===== src/rtl/retire_unit.sv =====
// In-order retire buffer: tagged slot allocation, out-of-order result capture, in-order writeback.
// Optional RETIRE_COUNT_EN adds a 64-bit retired-instruction counter (instret).
module retire_unit #(
    parameter int DEPTH = 4,
    parameter int TAG_W = $clog2(DEPTH)
) (
    input  logic             clk,
    input  logic             reset,
    input  logic             issue_valid,
    output logic             issue_ready,
    input  logic             issue_we,
    input  logic [4:0]       issue_rd,
    output logic [TAG_W-1:0] issue_tag,
    input  logic             result_valid,
    input  logic [TAG_W-1:0] result_tag,
    input  logic [31:0]      result_data,
    input  logic             flush,
    output logic             retire_valid,
    output logic             retire_we,
    output logic [4:0]       retire_rd,
    output logic [31:0]      retire_data,
`ifdef RETIRE_COUNT_EN
    output logic [63:0]      instret,
`endif
    output logic             tag_err
);

    logic [DEPTH-1:0] slot_valid;
    logic [DEPTH-1:0] slot_done;
    logic [DEPTH-1:0] slot_we;
    logic [4:0]       slot_rd   [DEPTH];
    logic [31:0]      slot_data [DEPTH];

    logic [TAG_W-1:0] head;
    logic [TAG_W-1:0] tail;
    logic [TAG_W:0]   count;

    logic alloc;
    logic retire_fire;
    logic result_ok;

    assign issue_ready = (count < (TAG_W+1)'(DEPTH));
    assign issue_tag   = tail;

    // Flush suppresses every other update in its cycle.
    assign alloc       = issue_valid && issue_ready && !flush;
    assign retire_fire = slot_valid[head] && slot_done[head] && !flush;
    assign result_ok   = slot_valid[result_tag] && !slot_done[result_tag];

    always_ff @(posedge clk or posedge reset) begin
        if (reset) begin
            slot_valid   <= '0;
            slot_done    <= '0;
            slot_we      <= '0;
            for (int i = 0; i < DEPTH; i++) begin
                slot_rd[i]   <= '0;
                slot_data[i] <= '0;
            end
            head         <= '0;
            tail         <= '0;
            count        <= '0;
            retire_valid <= 1'b0;
            retire_we    <= 1'b0;
            retire_rd    <= '0;
            retire_data  <= '0;
            tag_err      <= 1'b0;
        end else if (flush) begin
            slot_valid   <= '0;
            slot_done    <= '0;
            head         <= '0;
            tail         <= '0;
            count        <= '0;
            retire_valid <= 1'b0;
            retire_we    <= 1'b0;
        end else begin
            retire_valid <= retire_fire;
            retire_we    <= retire_fire && slot_we[head];
            if (retire_fire) begin
                retire_rd        <= slot_rd[head];
                retire_data      <= slot_data[head];
                slot_valid[head] <= 1'b0;
                head             <= head + TAG_W'(1);
            end

            // The slot retiring this edge is already done, so a result for it is an error.
            if (result_valid) begin
                if (result_ok) begin
                    slot_data[result_tag] <= result_data;
                    slot_done[result_tag] <= 1'b1;
                end else begin
                    tag_err <= 1'b1;
                end
            end

            if (alloc) begin
                slot_valid[tail] <= 1'b1;
                slot_done[tail]  <= 1'b0;
                slot_we[tail]    <= issue_we && (issue_rd != 5'd0);
                slot_rd[tail]    <= issue_rd;
                tail             <= tail + TAG_W'(1);
            end

            if (alloc && !retire_fire)
                count <= count + (TAG_W+1)'(1);
            else if (!alloc && retire_fire)
                count <= count - (TAG_W+1)'(1);
        end
    end

`ifdef RETIRE_COUNT_EN
    // Survives flush; only reset clears it.
    always_ff @(posedge clk or posedge reset) begin
        if (reset)
            instret <= '0;
        else if (retire_fire)
            instret <= instret + 64'd1;
    end
`endif

endmodule


===== config.mk =====
export PLATFORM = sky130hd
export DESIGN_NAME = retire_unit
export DESIGN_NICKNAME = d
export VERILOG_FILES = /design/src/rtl/retire_unit.sv
export SDC_FILE = /design/constraint.sdc
export NUM_CORES = 1
export LEC_CHECK = 0
export CAP_MARGIN = 25
export CELL_PAD_IN_SITES_DETAIL_PLACEMENT = 1
export CELL_PAD_IN_SITES_GLOBAL_PLACEMENT = 2
export CORE_MARGIN = 2
export CORE_UTILIZATION = 35
export CTS_CLUSTER_DIAMETER = 150
export DETAILED_ROUTE_END_ITERATION = 8
export GPL_TIMING_DRIVEN = 0
export PLACE_DENSITY = 0.79
export SLEW_MARGIN = 20
export SYNTH_ARGS = -nofsm -noshare
export SYNTH_HDL_FRONTEND = slang
export SYNTH_SLANG_ARGS = --single-unit

===== constraint.sdc =====
create_clock -name clk -period 8.5 [get_ports clk]
set_input_delay 2.125 -clock clk [delete_from_list [all_inputs] [get_ports clk]]
set_output_delay 2.125 -clock clk [all_outputs]
set_load 0.01 [all_outputs]

# After elaboration in Yosys (flattened, before gate mapping)
# Cells that the tools add are included.
[totals]
inputBits = 45
latch_bits = 0
rom_bits = 0
ramBits = 0
word_cells = 119
n_memories = 0
register_bits = 207
[classes]
bitwise = 11
n_mux = 47
shifts = 0
n_eq_ne = 0
n_lt_le_gt_ge = 12
mul = 0
reduce_logical = 26
n_addsub = 4
n_div = 0
[ops]
columns = ["cell", "n"]
rows = [
  ["bitwise mux 128 bit", 1],
  ["two-way mux 32 bit", 3],
  ["binary-select mux 32 bit (select 2 bit)", 1],
  ["demux 32 bit (select 2 bit)", 1],
  ["two-way mux 4 bit", 9],
  ["bitwise mux 20 bit", 1],
  ["two-way mux 5 bit", 3],
  ["logical AND 1 bit", 14],
  ["binary-select mux 1 bit (select 2 bit)", 5],
  ["binary-select mux 5 bit (select 2 bit)", 1],
  ["demux 5 bit (select 2 bit)", 1],
  ["two-way mux 1 bit", 10],
  [">= comparator 3 bit, second input constant", 3],
  ["< comparator 2 x 3 -> 1 bit, second input constant", 3],
  ["two-way mux 3 bit", 3],
  ["inverter 2 -> 3 bit", 3],
  ["AND 4 bit", 2],
  ["two-way mux 2 bit", 4],
  ["inverter 4 bit", 2],
  ["OR 4 bit", 2],
  ["demux 1 bit (select 2 bit)", 3],
  [">= comparator 2 x 1 -> 1 bit, second input constant", 3],
  ["< comparator 3 x 1 -> 1 bit, second input constant", 2],
  ["AND reduction 3 bit", 2],
  ["11 further kinds", 18],
]

# Logic depth before layout (Yosys ltp)
[depth]
depth_word = 11
mapped_depth = 9
mapped_depth_nobuf = 7

# Least setup slack after synthesis
# No wires, ideal clock.
[synth_timing]
path_type = "input to register"
start = "input issue_valid"
end = "register count[1]"
arrival_ns = 3.553
setup_time_ns = 0.068
n_path_buf = 0
cell_stages = 6
slack_ns = 4.879
path_cell_list = "nor3b_1 and2_1 fa_1 nor3_1 mux2i_1 nand3_1"
[synth_via]
elab_chain_len = 5
elab_cells_between_ends = 8
[synth_rtl]
columns = ["element", "line_no", "rtl"]
rows = [
  ["start, declared", "9", "input logic issue_valid,"],
  ["logical AND 1 bit (*) (2 in a row)", "46", "assign alloc = issue_valid && issue_ready && !flush;"],
  ["logical AND 1 bit / zero test 1 bit (equally long branches)", "103, 105", ""],
  ["two-way mux 3 bit / logical AND 1 bit (equally long branches)", "103, 105", ""],
  ["two-way mux 3 bit / nonzero test 3 bit (equally long branches)", "n/a", ""],
  ["end signal, assigned", "104", "count <= count + (TAG_W+1)'(1);"],
  ["end signal, assigned", "106", "count <= count - (TAG_W+1)'(1);"],
  ["end, declared", "36", "logic [TAG_W:0] count;"],
]
# Every way passes the cells marked *; elsewhere a longest branch is shown, timed or not.
# A chain may end at the register's enable or synchronous reset.

# Worst setup path in the final report
[layout_timing]
start = "input flush"
end = "register count[1]"
[layout_via]
elab_chain_len = 6
elab_cells_between_ends = 10
[layout_rtl]
columns = ["element", "line_no", "rtl"]
rows = [
  ["start, declared", "17", "input logic flush,"],
  ["zero test 1 bit", "46, 47", ""],
  ["logical AND 1 bit", "47", "assign retire_fire = slot_valid[head] && slot_done[head] && !flush;"],
  ["zero test 1 bit", "103", "if (alloc && !retire_fire)"],
  ["logical AND 1 bit", "103", ""],
  ["two-way mux 3 bit", "103", ""],
  ["two-way mux 3 bit", "67", "end else if (flush) begin"],
]
# Several ways; a longest one is shown, not always the timed one.

==> run metrics <==
routed wire length=21.8 mm; Post-Syn Nets=677; Top-Level Pins=88; DRT antenna net count=0; Root Driver=clkbuf_16; clock-pin slew on the worst setup and hold paths=0.06 ns; Final Hold Fails=0; leakage power total=5.18 nW; Hold Crit Class=register to register; Crit Path Class=primary input to register; Post-synth EDFFs=0; Slowest Stage Delay on Critical Path=0.75 ns; die width=165 µm; cell type with the largest total area after synthesis=dfrtp_1; grt ovf=0; clock latency at the later pin of the worst-skew pair=0.51 ns; hold path cells=2; setup_tns=0 ns; Max-slew headroom=45.9%; CTS buffer count=23; Worst path top cell family by delay=simple AND/OR/NAND/NOR gates; core area=25800 µm²; Avg Cell Area, Syn=14.6 µm²; vias per std cell=5.06; data required time of the worst path=8.94 ns; H-Tree Depth=1; share of cells above drive strength 1=34.6%; status=finished, final reports clean; Yosys reg bits=207; Pwr Total=0.00242 W; Least-Margin Pin Slew=0.810 ns; post-DR wirelength/cell=20.0 µm; Starting DRT DRC Count=253; ant diodes=0; non-filler cells, final=1087; commonest non-fill, non-tap cells in the layout=207 x dfrtp_1, 150 x mux2_2, 86 x clkdlybuf4s50_1; RSZ-0062 raised after global routing=false; Cell variety after synth=43; die area=27300 µm²; Crit. path cell count=7; commonest non-fill, non-tap cell in the layout=dfrtp_1; Worst Path Buf+Inv=1; fin nets=789; drt first pass iters=4; final core occ=43.2%; # Post-CTS Setup Buffers=0; Worst R2R Path Depth=9; Final Max Tran Viols=0; TritonCTS Sinks=207; Final Critical Period=4.12 ns; vias in the first global route=6338; Global Route Usage Sum=16.7%; first-pass GRT wire length=35.1 mm; Post-synth ARST share=100%; top cell type's share of synthesized area=56.8%; peak supply drop=113 µV; largest net degree at the start of global routing=115; CP max stage cell=nor3b_1; post-DP HPWL=14.6 mm; Fmax=243 MHz; most area-consuming cells after synthesis=dfrtp_1 57%, mux2_2 19%, mux4_2 9.6%, nand2_1 3.3%, mux2_1 1.9%; cell count after synthesis=623; Synth Flop Type=dfrtp_1; sequential element share of the synthesized area=56.8%; # setup viols final=0; Final period util=48.5%; number of buffers added on ports=86; CTS tree=yes; maximum clock path buffer count=3; cell area after synthesis=9110 µm²; Startpoint Class=primary input; Initial Util=35.3%; Clock Skew=0.0105 ns; dpl cells=1045; crit-path max FO=9; Power Density=217 nW/µm²; routability congestion estimate=0.784; CP arrival=4.56 ns; Core Rows=59; antenna violations before repair=0; Crit. End Element=register; hold_buf cts=0; via count=5505; area grow syn2layout=22.4%; cts repair resizes=0; DRC=0; max_cap viols=0; YS warnings=0; CP cell instances=clkdlybuf4s50_1 > nor3b_1 > and2_1 > fa_1 > nor3_1 > nand2_1 > nand3_1; Chip Height=165 µm
-- worst paths after layout --
path | from | endpoint | slack, ns
worst max-delay path | flush | count[1] | 4.38
worst min-delay path | slot_rd[11] | slot_rd[11] | 0.48
worst max register to register | head[1] | count[2] | 5.77
worst min register to register | slot_rd[11] | slot_rd[11] | 0.48
max in group asynchronous | reset | slot_data[63] | 5.36
min in group asynchronous | reset | retire_data[1] | 2.15
-- synthesized netlist by cell type (2+ instances only) --
library cell and instances:
mux2_1 15, buf_6 5, mux2_2 150, nand2b_1 7, a21oi_1 5, nor3b_1 2
nand3b_1 3, a41oi_1 2, nor3_1 7, buf_4 9, nand3_1 5, inv_1 10
ha_1 8, clkbuf_1 10, a31oi_1 2, dfrtp_1 207, nor2b_1 5, nand2_1 79
o21ai_0 12, and2_0 4, nand2_2 2, mux4_2 39, buf_2 9, and2_1 2
nor2_1 6
-- logic make-up (layout without fill, tap and decap cells) --
| logic type | after synthesis | after routing | share of synthesized area [%] |
|---|---|---|---|
| compound gates | 27 | 27 | 1.92 |
| xor+xnor | 1 | 1 | 0.247 |
| fa+ha+maj | 9 | 9 | 1.32 |
| buf+inv | 45 | 174 | 2.76 |
| flops | 207 | 207 | 56.8 |
| mux | 205 | 205 | 30.1 |
| simple gates | 129 | 129 | 6.78 |
-- metal layers --
layer / global-route usage, % / share of wire (%)
met1: 21.6 / 43
met2: 29.8 / 52
met3: 2.30 / 3.3
met4: 4.04 / 1.7
met5: 0 / 0
-- area by class of cell --
| type | instances | area, µm² |
|---|---|---|
| Timing Repair Buffer | 87 | 888 |
| Fill cell | 2594 | 14700 |
| Multi-Input combinational cell | 371 | 3680 |
| Clock inverter | 8 | 48.8 |
| Sequential cell | 207 | 5180 |
| Clock buffer | 34 | 677 |
| Inverter | 11 | 48.8 |
| Tap cell | 335 | 419 |
| Buffer | 34 | 210 |
-- through the flow --
stage / cell area, µm² / hold slack [ns] / setup slack, ns
after floorplan: 9110 / 0.440 / 0.723
final: 11200 / 0.479 / 4.38
after detailed placement: 10400 / 0.462 / 3.89
after global routing: 11200 / 0.513 / 4.21
after global placement: 10400 / 0.453 / -1.58
after CTS: 11200 / 0.478 / 4.42
-- flip-flops by register name, summed over array words and instances (netlist names) --
name / flops
slot_rd: 20
retire_data: 32
issue_tag: 2
retire_valid: 1
tag_err: 1
retire_rd: 5
head: 2
slot_we: 4
slot_valid: 4
retire_we: 1
slot_data: 128
count: 3
slot_done: 4
-- worst reg2reg max path, cell delays in order (launching register included) --
cell,delay (ns)
dfrtp_1,0.40
buf_4,0.18
inv_2,0.10
mux4_2,0.60
buf_2,0.24
and2_1,0.17
fa_1,0.40
inv_1,0.07
a21oi_1,0.07
a2111oi_2,0.37
-- report_power, final --
part	leakage (nW)	internal (W)	switching, W	total (W)
logic	2.02	0.000171	0.000121	0.000292
registers	2.80	0.00112	0.0000719	0.00119
clock network	0.357	0.000552	0.000392	0.000944
total	5.18	0.00184	0.000585	0.00242
(Power assumes the default switching activity.)
